### src/rtl/swerv_types.sv
// Shared types for the non-blocking load tag CAM.
// Entry record and register-file write packet.
package swerv_types;

    typedef struct packed {
        logic       valid;
        logic       wb;
        logic       stale;
        logic [4:0] rd;
    } nbl_cam_entry_t;

    typedef struct packed {
        logic       en;
        logic [4:0] rd;
    } nbl_wr_pkt_t;

endpackage

### src/rtl/nbl_free_pick.sv
// Lowest-index free entry picker.
// Ready when at least one entry is invalid.
module nbl_free_pick #(
    parameter int DEPTH = 4,
    parameter int TAG_W = $clog2(DEPTH)
) (
    input  logic [DEPTH-1:0] valid_i,
    output logic [TAG_W-1:0] tag_o,
    output logic             ready_o
);

    // scan high to low so the lowest free index wins
    always_comb begin
        tag_o   = '0;
        ready_o = 1'b0;
        for (int i = DEPTH - 1; i >= 0; i--) begin
            if (!valid_i[i]) begin
                tag_o   = TAG_W'(i);
                ready_o = 1'b1;
            end
        end
    end

endmodule

### src/rtl/nbload_tag_cam.sv
// Tracking CAM for outstanding non-blocking loads.
// Grants tags, flags dependent sources, drives RF writes on return.
module nbload_tag_cam
    import swerv_types::*;
#(
    parameter int DEPTH      = 4,
    parameter int TAG_W      = $clog2(DEPTH),
    parameter int NUM_LOOKUP = 4
) (
    input  logic                       clk,
    input  logic                       rst_l,
    input  logic                       alloc_valid,
    input  logic [4:0]                 alloc_rd,
    output logic                       alloc_ready,
    output logic [TAG_W-1:0]           alloc_tag,
    input  logic                       commit_valid,
    input  logic [TAG_W-1:0]           commit_tag,
    input  logic                       flush,
    input  logic                       ret_valid,
    input  logic [TAG_W-1:0]           ret_tag,
    input  logic [NUM_LOOKUP-1:0][4:0] lk_rs,
    output logic [NUM_LOOKUP-1:0]      lk_hit,
    output logic                       wr_en,
    output logic [4:0]                 wr_rd,
    output logic [TAG_W:0]             count,
    output logic                       full,
    output logic                       proto_err
);

    localparam int CW = TAG_W + 1;

    nbl_cam_entry_t [DEPTH-1:0] ent_q, ent_d;
    nbl_wr_pkt_t                wr_q, wr_d;
    logic                       perr_q, perr_d;
    logic [DEPTH-1:0]           valid_vec;
    logic                       alloc_fire;
    nbl_cam_entry_t             ret_e;

    nbl_free_pick #(
        .DEPTH (DEPTH),
        .TAG_W (TAG_W)
    ) u_pick (
        .valid_i (valid_vec),
        .tag_o   (alloc_tag),
        .ready_o (alloc_ready)
    );

    // occupancy from registered state
    always_comb begin
        valid_vec = '0;
        count     = '0;
        for (int i = 0; i < DEPTH; i++) begin
            valid_vec[i] = ent_q[i].valid;
            count        = count + CW'(ent_q[i].valid);
        end
    end

    assign full       = (count == CW'(DEPTH));
    assign alloc_fire = alloc_valid & alloc_ready & ~flush;

    // entry update: commit beats flush, return frees, alloc fills a free slot
    always_comb begin
        ent_d = ent_q;
        for (int i = 0; i < DEPTH; i++) begin
            if (commit_valid && commit_tag == TAG_W'(i) && ent_q[i].valid)
                ent_d[i].wb = 1'b1;
            if (flush && !ent_d[i].wb)
                ent_d[i].valid = 1'b0;
            if (alloc_fire && alloc_rd != 5'd0 && ent_d[i].valid &&
                ent_d[i].rd == alloc_rd)
                ent_d[i].stale = 1'b1;
            if (ret_valid && ret_tag == TAG_W'(i))
                ent_d[i].valid = 1'b0;
            if (alloc_fire && alloc_tag == TAG_W'(i)) begin
                ent_d[i].valid = 1'b1;
                ent_d[i].wb    = 1'b0;
                ent_d[i].stale = 1'b0;
                ent_d[i].rd    = alloc_rd;
            end
        end
    end

    // return decode from pre-edge entry state
    always_comb begin
        ret_e  = '0;
        wr_d   = '{en: 1'b0, rd: wr_q.rd};
        perr_d = 1'b0;
        for (int i = 0; i < DEPTH; i++) begin
            if (ret_tag == TAG_W'(i))
                ret_e = ent_q[i];
        end
        if (ret_valid) begin
            if (ret_e.valid && ret_e.wb) begin
                wr_d.en = ~ret_e.stale & (ret_e.rd != 5'd0);
                if (wr_d.en)
                    wr_d.rd = ret_e.rd;
            end else begin
                perr_d = 1'b1;
            end
        end
    end

    // source dependency check against live, non-superseded entries
    always_comb begin
        lk_hit = '0;
        for (int k = 0; k < NUM_LOOKUP; k++) begin
            for (int i = 0; i < DEPTH; i++) begin
                if (ent_q[i].valid && !ent_q[i].stale &&
                    ent_q[i].rd == lk_rs[k] && lk_rs[k] != 5'd0)
                    lk_hit[k] = 1'b1;
            end
        end
    end

    // state and write-port registers
    always_ff @(posedge clk or negedge rst_l) begin
        if (!rst_l) begin
            ent_q  <= '0;
            wr_q   <= '0;
            perr_q <= 1'b0;
        end else begin
            ent_q  <= ent_d;
            wr_q   <= wr_d;
            perr_q <= perr_d;
        end
    end

    assign wr_en     = wr_q.en;
    assign wr_rd     = wr_q.rd;
    assign proto_err = perr_q;

endmodule

### config.mk
export PLATFORM = sky130hd
export DESIGN_NAME = nbload_tag_cam
export DESIGN_NICKNAME = d
export VERILOG_FILES = /design/src/rtl/swerv_types.sv /design/src/rtl/nbl_free_pick.sv /design/src/rtl/nbload_tag_cam.sv
export SDC_FILE = /design/constraint.sdc
export NUM_CORES = 1
export LEC_CHECK = 0
export CORE_MARGIN = 3
export CORE_UTILIZATION = 40
export DETAILED_ROUTE_END_ITERATION = 10
export SYNTH_ARGS = -nofsm -noshare
export SYNTH_HDL_FRONTEND = slang
export SYNTH_SLANG_ARGS = --single-unit
### constraint.sdc
create_clock -name clk -period 1.9 [get_ports clk]
set_input_delay 0.38 -clock clk [delete_from_list [all_inputs] [get_ports clk]]
set_output_delay 0.38 -clock clk [all_outputs]
set_load 0.01 [all_outputs]
After elaboration in Yosys (flattened, before gate mapping)
Index checks and enable logic that the tools add are counted.
{"block": "word_totals", "regBits": 39}
{"block": "op_classes", "add_sub_neg": 3, "eq_ne": 30, "mux": 53, "reduce_logical": 88, "bitwise_logic": 5}
{"operator": "5-bit == test", "count": 20}
{"operator": "1-bit logical AND", "count": 66}
{"operator": "8-bit 2-to-1 mux", "count": 8}
{"operator": "1-bit 2-to-1 mux", "count": 38}
{"operator": "5-bit nonzero test", "count": 6}
{"operator": "2-bit == test, second input constant", "count": 6}
{"operator": "6-bit 2-to-1 mux", "count": 2}
{"operator": "1-bit logical NOT", "count": 8}
{"operator": "2-bit 2-to-1 mux", "count": 4}
{"operator": "2-bit nonzero test", "count": 4}
{"operator": "2-bit by 1-bit == test with 1-bit output, second input constant", "count": 3}
{"operator": "2-bit logical NOT", "count": 3}
{"operator": "5-bit 2-to-1 mux", "count": 1}
{"operator": "2-bit by 1-bit adder with 3-bit output", "count": 1}
{"operator": "3-bit by 1-bit adder with 3-bit output", "count": 1}
{"operator": "1-bit AND", "count": 3}
{"operator": "3-bit == test, second input constant", "count": 1}
{"operator": "3-bit AND reduction", "count": 1}
{"operator": "1-bit by 1-bit adder with 2-bit output", "count": 1}
{"operator": "1-bit inverter", "count": 2}

Logic depth before layout (Yosys ltp)
Gate-level depths: netlist of run 1.
{"block": "depth", "depth_word": 11, "depth_mapped": 7, "depth_no_buf": 6}

Hierarchy
Synthesis of run 1 repeated with hierarchy kept, for this count alone.
{"block": "unflattened", "cells_unflattened": 362, "hier_area_um2": 3409.5}
{"module": "nbload_tag_cam", "seq_area_each_um2": 975.9, "cells_per_inst": 357, "instances": 1, "area_each_um2": 3380.7}
{"module": "nbl_free_pick", "seq_area_each_um2": 0.0, "cells_per_inst": 5, "instances": 1, "area_each_um2": 28.8}

Worst setup path before layout of run 1
Ideal clock, no wire load.
{"block": "synth_path", "path_kind": "reg2out", "start": "reg ent_q[7] (netlist bit)", "end": "out full", "path_slack_ns": -0.420, "arrival_ns": 1.940, "t_required_ns": 1.520, "n_path_buf": 1, "stages_incl_launch_ff": 8, "path_cell_list": "dfrtp_1 > buf_2 > inv_1 > fa_1 > inv_1 > ha_1 > ha_1 > nor3b_1"}
{"block": "synth_between", "elab_chain_cells": 4}
{"item": "from (decl)", "line_no": "nbload_tag_cam.sv:32", "rtl": "nbl_cam_entry_t [DEPTH-1:0] ent_q, ent_d;"}
{"item": "from (signal assigned)", "line_no": "nbload_tag_cam.sv:122", "rtl": "ent_q <= ent_d;"}
{"item": "1-bit by 1-bit adder with 2-bit output", "line_no": "nbload_tag_cam.sv:54", "rtl": "count = count + CW'(ent_q[i].valid);"}
{"item": "2-bit by 1-bit adder with 3-bit output", "line_no": "nbload_tag_cam.sv:54"}
{"item": "3-bit by 1-bit adder with 3-bit output", "line_no": "nbload_tag_cam.sv:54"}
{"item": "net count[1]", "line_no": "nbload_tag_cam.sv:25", "rtl": "output logic [TAG_W:0] count,"}
{"item": "3-bit == test", "line_no": "nbload_tag_cam.sv:58", "rtl": "assign full = (count == CW'(DEPTH));"}
{"item": "to (decl)", "line_no": "nbload_tag_cam.sv:26", "rtl": "output logic full,"}
The timed path passes the listed nets, and every way through them passes these cells.

Final worst setup path of run 1
{"block": "layout_path", "start": "reg ent_q[31] (netlist bit)", "end": "out full"}
{"block": "layout_between", "elab_chain_cells": 2}
{"item": "3-bit by 1-bit adder with 3-bit output", "line_no": "nbload_tag_cam.sv:54"}
{"item": "3-bit == test", "line_no": "nbload_tag_cam.sv:58"}
No other way between the ends.

==> reports/qor.txt, run 1 <==
Result of the run -> finished, violations left
Failing checks -> negative setup slack
Worst voltage drop across the vdd grid -> 0.7184 mV
Worst-Skew Late Latency -> 290 ps
Count of different cell masters after synthesis -> 44
Final count of negative-setup-slack endpoints -> 14
Instance area after placement -> 4517 um^2
Final cycle utilization of the critical path -> 124.2%
Weighted congestion at the end of routability-driven global placement -> 0.8942
RSZ-0062 raised after global routing -> yes
Smallest setup slack after layout -> -460.7 ps
Part of the Yosys area used for sequential elements -> 29.45%
Max-cap violation count -> 0
Max Clock Skew -> 11.38 ps
Top-count cell post-synth -> xnor2_1
Maximum fanout count along the critical path -> 2
Count of buffers from port buffering -> 52
Max-slew violation count -> 0
Synthesis-stage register bit count -> 39
Yosys top cell area share -> 29.45%
Area of the die -> 9414 um^2
Highest Clock Rate -> 423.6 MHz
Largest net degree at the start of global routing -> 23
Fraction of registers with async set/reset -> 100.0%
Mapped Area -> 3314 um^2
Class of the most critical hold timing path -> input pin to async pin
Post-route core utilization -> 60.37%
Root buffer cell -> clkbuf_8
Number of nets produced by synthesis -> 409
Filler Cell Count -> 687
Detailed-route wire length per cell -> 17.22 um
Nature of the critical path endpoint -> primary output
Leak pwr -> 0.002088 uW
Final count of hold timing violations -> 0
Pre-CTS setup slack -> -797.2 ps
Sink count of the clock tree -> 39
Clock buffer count from CTS -> 5
Antenna cell count -> 0
CTS tree -> yes
Violation count after the first detailed-route iteration -> 172
Sort of element at the start of the critical path -> flip-flop
Clock-pin transition on the worst setup and hold timing paths -> 80 ps
CP Data Required Time -> 1520 ps
Warning count from the yosys run -> 0
Core region area -> 7888 um^2
Cell area power density -> 1068 nW/um^2
Max-Slew Margin vs Limit -> 70.78%
Detail Route Antenna Nets -> 0
Critical path start-end classification -> flip-flop to primary output
Launch instance of the worst register-to-register path -> ent_q[31]$_DFF_PN0_
Estimated wirelength of the detail-placed design -> 7.843 mm
Overall die width -> 97.03 um
Starting utilization of the core area -> 42.02%
Number of instances in the synthesized netlist -> 371
Global-route wire length before repair -> 16.20 mm
Arrival time worst endpoint -> 1980 ps
Signed area change from the synthesized netlist to the final layout -> 43.68%
Number of H-tree levels -> 2
Vias in the first global route -> 3171
Total power of the final layout -> 5088 uW
I/O pin cnt -> 53
Measured slew at the worst slew-check pin -> 438.3 ps
Die Y-Extent -> 97.03 um
Number of synthesized flops with an enable pin -> 0
Crit path launch -> ent_q[31]$_DFF_PN0_
Share of cells above drive strength 1 -> 37.58%
Total number of nets in the final design -> 524
Total GRT Usage -> 21.43%
GRT Residual Overflow -> 0
Most frequent cells after synthesis -> xnor2_1, dfrtp_1, xor2_1
Core Rows -> 32
Cell types occupying the most area after synthesis -> dfrtp_1, xnor2_1, xor2_1, mux2_2, clkbuf_1
Post-route design area -> 4762 um^2
Clock period minus worst slack -> 2361 ps
Commonest register cell after synthesis -> dfrtp_1
Mean instance size in the synthesized netlist -> 8.934 um^2
Max Root-Sink Buffers -> 2
Vias per cell -> 5.336
Number of iterations in the first detailed-routing pass -> 4
Number of antenna violations at the first check in global routing -> 0
Total number of vias -> 3143
Drc violations -> 0
Routed Wire Length -> 10.14 mm
Largest area contributor in the synthesized netlist -> dfrtp_1
[where the power goes]
group / internal (uW) / total (uW) / switching [uW]
Combinational: 1710 / 2920 / 1210
Sequential: 1120 / 1610 / 487
Clock: 257 / 562 / 305
[state kept, by name, indices dropped and copies added (netlist names)]
register and count:
wr_en 1, wr_rd 5, proto_err 1, ent_q 32
[path summary, 6_finish.rpt]
kind                                    endpoint  slack, ps  depth (start not counted)
max                                         full       -460                          7
min                          proto_err$_DFF_PN0_         20                          1
max reg2reg                 wr_rd[4]$_DFFE_PN0P_       -100                          7
min reg2reg                 wr_rd[2]$_DFFE_PN0P_        500                          2
max in group asynchronous  ent_q[27]$_DFFE_PN0P_       1400                          2
min in group clk            wr_rd[2]$_DFFE_PN0P_        500                          2
[critical path: stages (launching register included)]
cell	delay (ps)
dfrtp_1	410
inv_2	60
fa_1	500
inv_2	50
ha_4	150
ha_4	220
nor3b_4	160
buf_2	140
[metal layers]
| metal | track usage (%) | vias to the layer above | share of wire (%) |
|---|---|---|---|
| met4 | 5.184 | 0 | 1.2 |
| met3 | 3.172 | 13 | 7.5 |
| li1 | - | 1479 | - |
| met5 | 0 | - | 0 |
| met1 | 30.52 | 1544 | 43 |
| met2 | 34.29 | 107 | 48 |
[what timing repair did]
item	CTS	global route
hold buffers	0	0
pin swaps	11	7
buffers inserted	8	2
gates resized for setup	75	18
endpoints found under the setup margin	17	17
[logic make-up after synthesis]
logic type	count (synthesis)	synth area share [%]
buffers and inverters	69	9.135
AO/OA/AOI/OAI	45	9.023
multiplexers	22	10.15
XOR/XNOR	92	24.31
AND/OR/NAND/NOR	101	16.57
adder cells (fa/ha/maj)	3	1.359
flip-flops	39	29.45
[cell type report]
cell class / instances / area [um^2] / share of cell area (%)
Sequential cell: 39 / 993.5 / 20.86
Tap cell: 102 / 127.6 / 2.680
Timing Repair Buffer: 159 / 1325 / 27.82
Multi-Input combinational cell: 263 / 2161 / 45.38
Clock buffer: 6 / 72.57 / 1.524
Inverter: 18 / 70.07 / 1.471
Clock inverter: 2 / 12.51 / 0.2627
[metrics by stage]
stage               hold slack (ps)  instances  setup TNS [ps]
floorplan                     84.41        371          -136.1
detailed placement            342.4        571           -9233
finish                        22.38        589           -2824
global route                  41.02        589           -4194
global placement              345.2        571           -8881
CTS                           26.60        587           -2942
[cells in the final DEF (no fill, tap or decap), types with 3 or more instances in the layout]
cell / instances
a21oi_1: 9
a22o_1: 4
a31oi_1: 3
buf_12: 3
buf_2: 6
buf_4: 101
buf_6: 6
clkbuf_8: 5
clkdlybuf4s50_1: 26
dfrtp_1: 25
dfrtp_2: 14
dlygate4sd2_1: 13
inv_1: 14
inv_2: 3
mux2_2: 14
mux4_1: 3
mux4_2: 4
nand2_1: 23
nand2b_1: 5
nand4_1: 10
nor2_1: 16
nor3_1: 12
nor3_2: 4
nor4_1: 7
nor4_2: 3
o21ai_0: 11
o221ai_1: 5
xnor2_1: 56
xor2_1: 36
Note: power is estimated with default switching activity, not from simulation.
==> inputs of run 2 (changes only) <==
--- a/config.mk
+++ b/config.mk
@@ -6,8 +6,9 @@
 export NUM_CORES = 1
 export LEC_CHECK = 0
 export CORE_MARGIN = 3
-export CORE_UTILIZATION = 40
+export CORE_UTILIZATION = 49
 export DETAILED_ROUTE_END_ITERATION = 10
+export PLACE_DENSITY = 0.77
 export SYNTH_ARGS = -nofsm -noshare
 export SYNTH_HDL_FRONTEND = slang
 export SYNTH_SLANG_ARGS = --single-unit
==> run 2 against run 1 <==
Against the previous run: the flow still finishes with violations (negative setup slack); die area shrank 17%; register-to-register slack gained 30 ps; first-iteration DRC count grew 130%; clock power grew 2%; wire length grew 11%; non-clock buffer count grew 4; hold slack lost 0.94 ps; cell count shrank 3.7%; setup slack lost 31 ps; via count grew 6.3%; critical endpoint unchanged; highest routed layer unchanged.
==> reports/qor.txt, run 2 (same netlist as run 1, synthesis figures left out) <==
Critical path start-end classification -> flip-flop to primary output (unchanged)
CTS tree -> yes (unchanged)
Total negative slack -> -2908 ps (was -2824 ps)
Number of antenna violations at the first check in global routing -> 0 (unchanged)
Filler Cell Count -> 433 (was 687)
Sink count of the clock tree -> 39 (unchanged)
Clock-pin transition on the worst setup and hold timing paths -> 80 ps (about the same)
Final count of negative-setup-slack endpoints -> 14 (unchanged)
Worst R2R Path Depth -> 8 (was 7)
Max-slew violation count -> 0 (unchanged)
Total number of vias -> 3342 (was 3143)
Most flops, register -> ent_q (unchanged)
Total number of nets in the final design -> 528 (was 524)
Clock buffer count from CTS -> 5 (unchanged)
Root buffer cell -> clkbuf_8 (unchanged)
Violation count after the first detailed-route iteration -> 391 (was 172)
Critical-path top delay cell -> fa_1 (unchanged)
Buffer and inverter count on the worst path -> 3 (unchanged)
Cell area power density -> 1101 nW/um^2 (was 1068 nW/um^2)
Vias per cell -> 5.894 (was 5.336)
Class of the most critical hold timing path -> input pin to async pin (unchanged)
Signed area change from the synthesized netlist to the final layout -> 47.26% (was 43.68%)
Post-route design area -> 4881 um^2 (was 4762 um^2)
Weighted congestion at the end of routability-driven global placement -> 0.9518 (was 0.8942)
Area of the die -> 7787 um^2 (was 9414 um^2)
Sort of element at the start of the critical path -> flip-flop (unchanged)
Routed Wire Length -> 11.23 mm (was 10.14 mm)
Maximum fanout count along the critical path -> 3 (was 2)
Worst-Skew Late Latency -> 290 ps (about the same)
Total GRT Usage -> 29.00% (was 21.43%)
Detailed-route wire length per cell -> 19.81 um (was 17.22 um)
Number of H-tree levels -> 2 (unchanged)
Crit path launch -> ent_q[31]$_DFF_PN0_ (unchanged)
RSZ-0062 raised after global routing -> yes (unchanged)
Antenna cell count -> 0 (unchanged)
Largest net degree at the start of global routing -> 24 (was 23)
Most frequent standard cell in the layout excluding fill and tap cells -> buf_4 (unchanged)
Result of the run -> finished, violations left (unchanged)
Failing checks -> negative setup slack (unchanged)
Detail Route Antenna Nets -> 0 (unchanged)
Commonest cells after routing, fill and taps aside -> buf_4, xnor2_1, xor2_1, dfrtp_1, nand2_1 (was buf_4, xnor2_1, xor2_1, clkdlybuf4s50_1, dfrtp_1)
Highest Clock Rate -> 418.1 MHz (was 423.6 MHz)
Leak pwr -> 0.002138 uW (was 0.002088 uW)
Worst voltage drop across the vdd grid -> 0.9316 mV (was 0.7184 mV)
Count of buffers from port buffering -> 52 (unchanged)
Drc violations -> 0 (unchanged)
Reg2reg setup slack -> -70 ps (was -100 ps)
Number of iterations in the first detailed-routing pass -> 5 (was 4)
Max-cap violation count -> 0 (unchanged)
Final count of hold timing violations -> 0 (unchanged)
Total power of the final layout -> 5375 uW (was 5088 uW)
Measured slew at the worst slew-check pin -> 445.9 ps (was 438.3 ps)
Die Y-Extent -> 88.25 um (was 97.03 um)
Estimated wirelength of the detail-placed design -> 7.574 mm (was 7.843 mm)
Delay of the slowest cell on the worst path -> 500 ps (about the same)
Sequence of cells on the critical path -> inv_2 -> fa_1 -> inv_2 -> ha_4 -> ha_4 -> nor3b_4 -> buf_2 (unchanged)
GRT Residual Overflow -> 0 (unchanged)
Hold_buf cts -> 0 (unchanged)
Dominant delay contributor by cell family on the critical path -> adder cells (unchanged)
Global-route wire length before repair -> 17.01 mm (was 16.20 mm)
Starting utilization of the core area -> 51.32% (was 42.02%)
CP Data Required Time -> 1520 ps (about the same)
Nature of the critical path endpoint -> primary output (unchanged)
Max-Slew Margin vs Limit -> 70.27% (was 70.78%)
Max Clock Skew -> 8.277 ps (was 11.38 ps)
Vias in the first global route -> 3293 (was 3171)
Core Rows -> 29 (was 32)
I/O pin cnt -> 53 (unchanged)
Core region area -> 6459 um^2 (was 7888 um^2)
Max Root-Sink Buffers -> 2 (unchanged)
Launch instance of the worst register-to-register path -> ent_q[25]$_DFFE_PN0P_ (was ent_q[31]$_DFF_PN0_)
Overall die width -> 88.25 um (was 97.03 um)
Final cycle utilization of the critical path -> 125.9% (was 124.2%)
Number of flip-flops under the largest register name -> 32 (unchanged)
Smallest setup slack after layout -> -491.6 ps (was -460.7 ps)
End of the worst register-to-register path -> wr_rd[1]$_DFFE_PN0P_ (was wr_rd[4]$_DFFE_PN0P_)
Arrival time worst endpoint -> 2010 ps (was 1980 ps)
Instance area after placement -> 4431 um^2 (was 4517 um^2)
Post-route core utilization -> 75.57% (was 60.37%)
Share of cells above drive strength 1 -> 40.61% (was 37.58%)
Clock period minus worst slack -> 2392 ps (was 2361 ps)
-- run 2: cell types whose count changed in the layout (fill, tap and decap cells not counted), moves of 3 or more --
cell and change:
nor4_1 -3, clkdlybuf4s50_1 -7, buf_4 -8, nor3_2 +3, buf_6 +11, dlygate4sd2_1 +8, nor3_1 -3
-- run 2: stage by stage --
stage,std cells,hold slack [ps],setup slack (ps)
floorplan,371,84.41,-136.1
global placement,537,327.7,-836.3
detailed placement,537,336.8,-841.0
CTS,563,27.42,-491.1
global route,567,40.27,-552.2
finish,567,21.45,-491.6
-- run 2: worst max path at each step --
stage / slack, ps / depth (start not counted) / endpoint
floorplan: -140 / 7 / full
global placement: -840 / 8 / lk_hit[0]
detailed placement: -840 / 8 / lk_hit[0]
CTS: -490 / 7 / full
global route: -550 / 7 / full
finish: -490 / 7 / full
-- run 2: area by class of cell --
class / instances / area [um^2] / area share [%]
clock inverter: 1 / 5.005 / 0.1025
sequential: 39 / 993.5 / 20.35
inverter: 18 / 70.07 / 1.436
clock buffer: 6 / 82.58 / 1.692
timing repair buffer: 163 / 1409 / 28.86
tap: 77 / 96.34 / 1.974
multi-input combinational: 263 / 2225 / 45.58
-- run 2: where the power goes --
part	total [uW]	leakage [uW]	switching, uW	internal [uW]
clock network	576	0.0000470	291	285
logic	3130	0.00162	1340	1790
registers	1670	0.000473	549	1120
-- run 2: routing by layer --
layer	global-route usage, %	wire (um)
met1	37.71	4436
met3	6.331	902
met5	0	0
met2	47.79	5523
met4	10.30	368
-- run 2: timing repair --
item,in CTS,in global routing
endpoints found under the setup margin,17,17
pin swaps,21,13
buffers inserted,20,6
gates cloned,0,0
gates resized for setup,102,22
